File: src/rtl/sqrt_pkg.sv
// Shared types and defaults for the odd-increment square-root unit.
// Used by the controller, the wrapper and the datapath bench.
package sqrt_pkg;

    typedef enum logic [2:0] {
        IDLE,
        INIT,
        LOAD,
        TEST,
        OUTLD,
        DONE,
        ERR
    } sqrt_state_t;

    localparam int SQRT_MAX_ITER = 16;
    localparam int SQRT_CNT_W    = 5;

endpackage

File: src/rtl/sqrt_ctrl.sv
// Sequencer for the odd-increment square-root datapath.
// Iterates sq += del, del += 2 while sq <= a, with a runaway guard.
module sqrt_ctrl
    import sqrt_pkg::*;
#(
    parameter int MAX_ITER = SQRT_MAX_ITER,
    parameter int CNT_W    = SQRT_CNT_W
) (
    input  logic             clk,
    input  logic             clr,
    input  logic             start,
    input  logic             ack,
    input  logic             lteflg,
    output logic             dp_clr,
    output logic             ald,
    output logic             sqld,
    output logic             dld,
    output logic             outld,
    output logic             busy,
    output logic             done,
    output logic             err,
    output logic [CNT_W-1:0] iter
);

    localparam logic [CNT_W-1:0] MAX_C = CNT_W'(MAX_ITER);

    sqrt_state_t      state_q;
    sqrt_state_t      state_d;
    logic [CNT_W-1:0] iter_q;

    always_ff @(posedge clk or negedge clr) begin
        if (!clr) begin
            state_q <= IDLE;
        end else begin
            state_q <= state_d;
        end
    end

    // INIT restarts the count; it only advances on an update cycle
    always_ff @(posedge clk or negedge clr) begin
        if (!clr) begin
            iter_q <= '0;
        end else if (state_q == INIT) begin
            iter_q <= '0;
        end else if (sqld) begin
            iter_q <= iter_q + 1'b1;
        end
    end

    always_comb begin
        state_d = state_q;
        dp_clr  = 1'b0;
        ald     = 1'b0;
        sqld    = 1'b0;
        dld     = 1'b0;
        outld   = 1'b0;
        busy    = 1'b0;
        done    = 1'b0;
        err     = 1'b0;
        unique case (state_q)
            IDLE: begin
                if (start) begin
                    state_d = INIT;
                end
            end
            INIT: begin
                dp_clr  = 1'b1;
                busy    = 1'b1;
                state_d = LOAD;
            end
            LOAD: begin
                ald     = 1'b1;
                busy    = 1'b1;
                state_d = TEST;
            end
            TEST: begin
                busy = 1'b1;
                if (!lteflg) begin
                    state_d = OUTLD;
                end else if (iter_q < MAX_C) begin
                    sqld = 1'b1;
                    dld  = 1'b1;
                end else begin
                    state_d = ERR;
                end
            end
            OUTLD: begin
                outld   = 1'b1;
                busy    = 1'b1;
                state_d = DONE;
            end
            DONE: begin
                done = 1'b1;
                if (ack) begin
                    state_d = IDLE;
                end
            end
            ERR: begin
                err = 1'b1;
                if (ack) begin
                    state_d = IDLE;
                end
            end
            default: begin
                state_d = IDLE;
            end
        endcase
    end

    assign iter = iter_q;

endmodule

File: config.mk
export PLATFORM = sky130hd
export DESIGN_NAME = sqrt_ctrl
export DESIGN_NICKNAME = d
export VERILOG_FILES = /design/src/rtl/sqrt_pkg.sv /design/src/rtl/sqrt_ctrl.sv
export SDC_FILE = /design/constraint.sdc
export NUM_CORES = 1
export LEC_CHECK = 0
export BUFFER_PORTS_ARGS = -buffer_cell sky130_fd_sc_hd__buf_4
export CAP_MARGIN = 0
export CORE_AREA = 2 2 39 41
export CTS_CLUSTER_SIZE = 8
export DETAILED_ROUTE_END_ITERATION = 6
export DIE_AREA = 0 0 41 43
export GPL_ROUTABILITY_DRIVEN = 0
export SLEW_MARGIN = 20
export SYNTH_ARGS = -nofsm -noshare
export SYNTH_HDL_FRONTEND = slang
export SYNTH_SLANG_ARGS = --single-unit
File: constraint.sdc
create_clock -name clk -period 1.3 [get_ports clk]
set_clock_uncertainty 0.05 [all_clocks]
set_input_delay 0.26 -clock clk [delete_from_list [all_inputs] [get_ports clk]]
set_output_delay 0.26 -clock clk [all_outputs]
set_load 0.02 [all_outputs]
==> impl_metrics.toml <==
[status]
status = "finished, violations left"
violations_in_the_final_reports = "setup timing"

[routing]
first_iter_violations = 3
detailroute.via_count = 460
wl_met2_um = 499
topRoutingLayerUsed = "met4"
postRouteWirelength_mm = 1.055
route.antenna.remaining_nets = 0
met3_length_um = 70
wirelength_met1_um = 471
routedWlPerCell_um = 10.88
drc_errors = 0
drtPass1Iterations = 2
drt-vias-per-instance = 4.742

[clocking]
clockRootBuffer = "sky130_fd_sc_hd__clkbuf_4"
cts_num_sinks = 8
cts.path.max_buffers = 2
clock_latency_ns = 0.26
clk_pin_slew_ns = 0.06
cts_made_buffers = 3
cts_htree_levels = 1
cts_tree = "yes"

[yosys]
top_cells_by_area_synth = "sky130_fd_sc_hd__dfrtp_1 42%, sky130_fd_sc_hd__mux2i_1 6.3%, sky130_fd_sc_hd__nor3_1 5.3%, sky130_fd_sc_hd__buf_4 4.8%, sky130_fd_sc_hd__nand3b_4 4.2%"
combinational_family_with_the_most_area_after_synthesis = "simple AND/OR/NAND/NOR gates"
synthesis.area_per_instance_um2 = 9.853
ys_ff_latch = 8
synth_simple_gate_area_share = 0.2090
parity_gate_share_of_the_synthesized_area_counting_xor_and_xnor_cells = 0.01852
ys_warnings = 0
synth_cell_types = 24
synth_top_cell_by_area = "sky130_fd_sc_hd__dfrtp_1"
netlist_instances = 48
top_cell_type_s_share_of_synthesized_area = 0.4233
synth.area.mux_share = 0.06349
sequential_element_share_of_the_synthesized_area = 0.4233
synthAdderAreaFrac = 0.04762
synth-compound-area-share = 0.1270
synth_area_um2 = 473.0
postSynthNetCount = 54

[timing]
min_period_over_period = 1.200
timing.fmax_ghz = 0.6412
grt_setup_unrepaired = "true"
report.final.slew_viol_count = 0
finalWorstPathRequiredPeriod_ns = 1.560
worst_margin_slew_ns = 0.3345
setup_slack_ns = -0.2597
relSlewSlack = 0.7753
timing_hold_violations_final = 0
tns_ns = -2.121
finalSetupViolCount = 14

[finish]
layout.cells.most_common = "sky130_fd_sc_hd__buf_4"
syn2layout_area_growth_pct = 69.58
n_fill_cell = 119
n_antenna_cell = 0
final_nets = 88
most-common-layout-cells = "27 x sky130_fd_sc_hd__buf_4, 6 x sky130_fd_sc_hd__dfrtp_1, 5 x sky130_fd_sc_hd__buf_6"
layoutNonFillerInstCount = 97
design_area_um2 = 802.0
share_of_cells_above_drive_strength_1 = 0.6173

[setup_path]
criticalPathCategory = "reg2out"
cp_slowest_cell = "sky130_fd_sc_hd__dfrtp_2"
ff2ff_setup_slack_ns = -0.15
max_stage_delay_ns = 0.41
worst_setup_path_end_kind = "output pin"
crit-reg2reg-capture = "iter[3]"
maximum_fanout_count_along_the_critical_path = 4
critPathRequiredTime_ns = 0.99
worstReg2RegStart = "state_q[1]"
r2r_cells = 5
timing.critical_path.max_delay_family = "flip-flops"
critical_path_start_type = "register"
path_cells = "or3b_4, inv_4, buf_6"
worstPathArrival_ns = 1.25
timing.critical_path.buf_inv = 2

[power_and_ir_drop]
vdd_ir_drop_max_mv = 1.250
post-layout-total-power_mw = 1.794
power_per_cell_area_mw_per_mm2 = 2237
power.leakage_nw = 0.3915

[hold_path]
hold_path_depth = 2
hold_path_class = "in2reg"
min_to = "state_q[1]"
hp-start = "ack"

[floorplan]
floorplan.core_area_mm2 = 0.001384
rows = 14
die-height_um = 43
floorplan.die.width_um = 41
start_util = 0.3418
floorplan.die_area_mm2 = 0.001763
floorplan.io_pins = 18

[global_route]
global_route.overflow_total = 0
global_route.usage.total = 0.1414
maximum_number_of_pins_on_one_net_before_global_route_repair = 9
grt_pass1_vias = 415
initial_antenna_violation_count = 0
wire_length_of_the_first_global_routing_pass_mm = 1.656

[placed_design]
post_dp_cell_area_um2 = 700.7
count_of_buffers_inserted_at_the_top_level_ports = 17
hpwl_um = 764.6
placed_cells = 88

[flow_run]
timing.max_cap.violations = 0
[registers in the layout, indices dropped and copies added (netlist names)]
name and cells:
iter 5, state_q 3
[through the flow]
| step | util | worst slack, ns | hold WS [ns] |
|---|---|---|---|
| 6_report | 0.5796 | -0.2597 | 0.1614 |
| 2_1_floorplan | - | -0.05759 | -0.08559 |
| 3_3_place_gp | 0.5063 | -0.03209 | 0.03303 |
| 5_1_grt | 0.5796 | -0.2948 | 0.1668 |
| 4_1_cts | 0.5651 | -0.2851 | 0.1609 |
| 3_5_place_dp | 0.5063 | -0.04314 | 0.03408 |
[how the worst max path moves through the flow]
stage                from       to  slack [ns]  depth (start not counted)
2_1_floorplan  state_q[2]  iter[3]       -0.06                          4
3_3_place_gp   state_q[1]   dp_clr       -0.03                          3
3_5_place_dp   state_q[1]   dp_clr       -0.04                          3
4_1_cts        state_q[0]   dp_clr       -0.29                          3
5_1_grt        state_q[0]   dp_clr       -0.29                          3
6_report       state_q[0]   dp_clr       -0.26                          3
[worst reg2reg max path, delay by kind of cell, from the launching register on]
family	cells	cell delay [ns]
AOI/OAI and AO/OA	1	0.14
buffers and inverters	2	0.27
DFF	1	0.37
and+or+nand+nor	2	0.55
[logic make-up (layout without fill, tap and decap cells)]
| kind of cell | Yosys count | count (layout) |
|---|---|---|
| DFF | 8 | 8 |
| AOI/OAI and AO/OA | 9 | 9 |
| and+or+nand+nor | 16 | 16 |
| buffers and inverters | 9 | 42 |
| xor gates and xnor gates | 1 | 1 |
| adders and majority gates | 2 | 2 |
| muxes | 3 | 3 |
[what timing repair did]
action / 4_1_cts / 5_1_grt
endpoints found under the setup margin: 10 / 16
hold buffers: 1 / 0
setup buffers: 3 / 1
hold endpoints to repair: 8 / 0
gates resized for setup: 7 / 5
pin swaps: 0 / 0
[where the power goes]
part           switching [mW]  internal, mW  total (mW)
clock                  0.0939         0.118       0.212
combinational           0.572         0.613        1.19
sequential             0.0723         0.325       0.397
[routing by layer]
layer / track usage / vias up
li1: - / 234
met1: 0.1846 / 209
met2: 0.1969 / 15
met3: 0.04712 / 2
met4: 0.08000 / 0
met5: 0 / -
[Yosys cell counts (all sizes together)]
cell type and instances:
dfrtp 8, or3b 1, nand2 3, o31ai 1, ha 1, buf 4, o21ai 2, nor3 5
inv 5, nand2b 1, mux2i 3, xnor2 1, and3 1, a221oi 1, nand3b 1, nor2 2
o22ai 1, nand3 1, maj3 1, a21o 1, a21oi 2, a32o 1, or4 1
[cell type report]
type	instances	area [um2]	area share
clock buffer	4	26.28	0.03276
multi-input combinational	31	262.8	0.3276
tap	16	20.02	0.02496
inverter	5	21.27	0.02652
sequential	8	202.7	0.2527
timing repair buffer	33	269.0	0.3354
No activity file was read; power rests on OpenSTA's default activity.
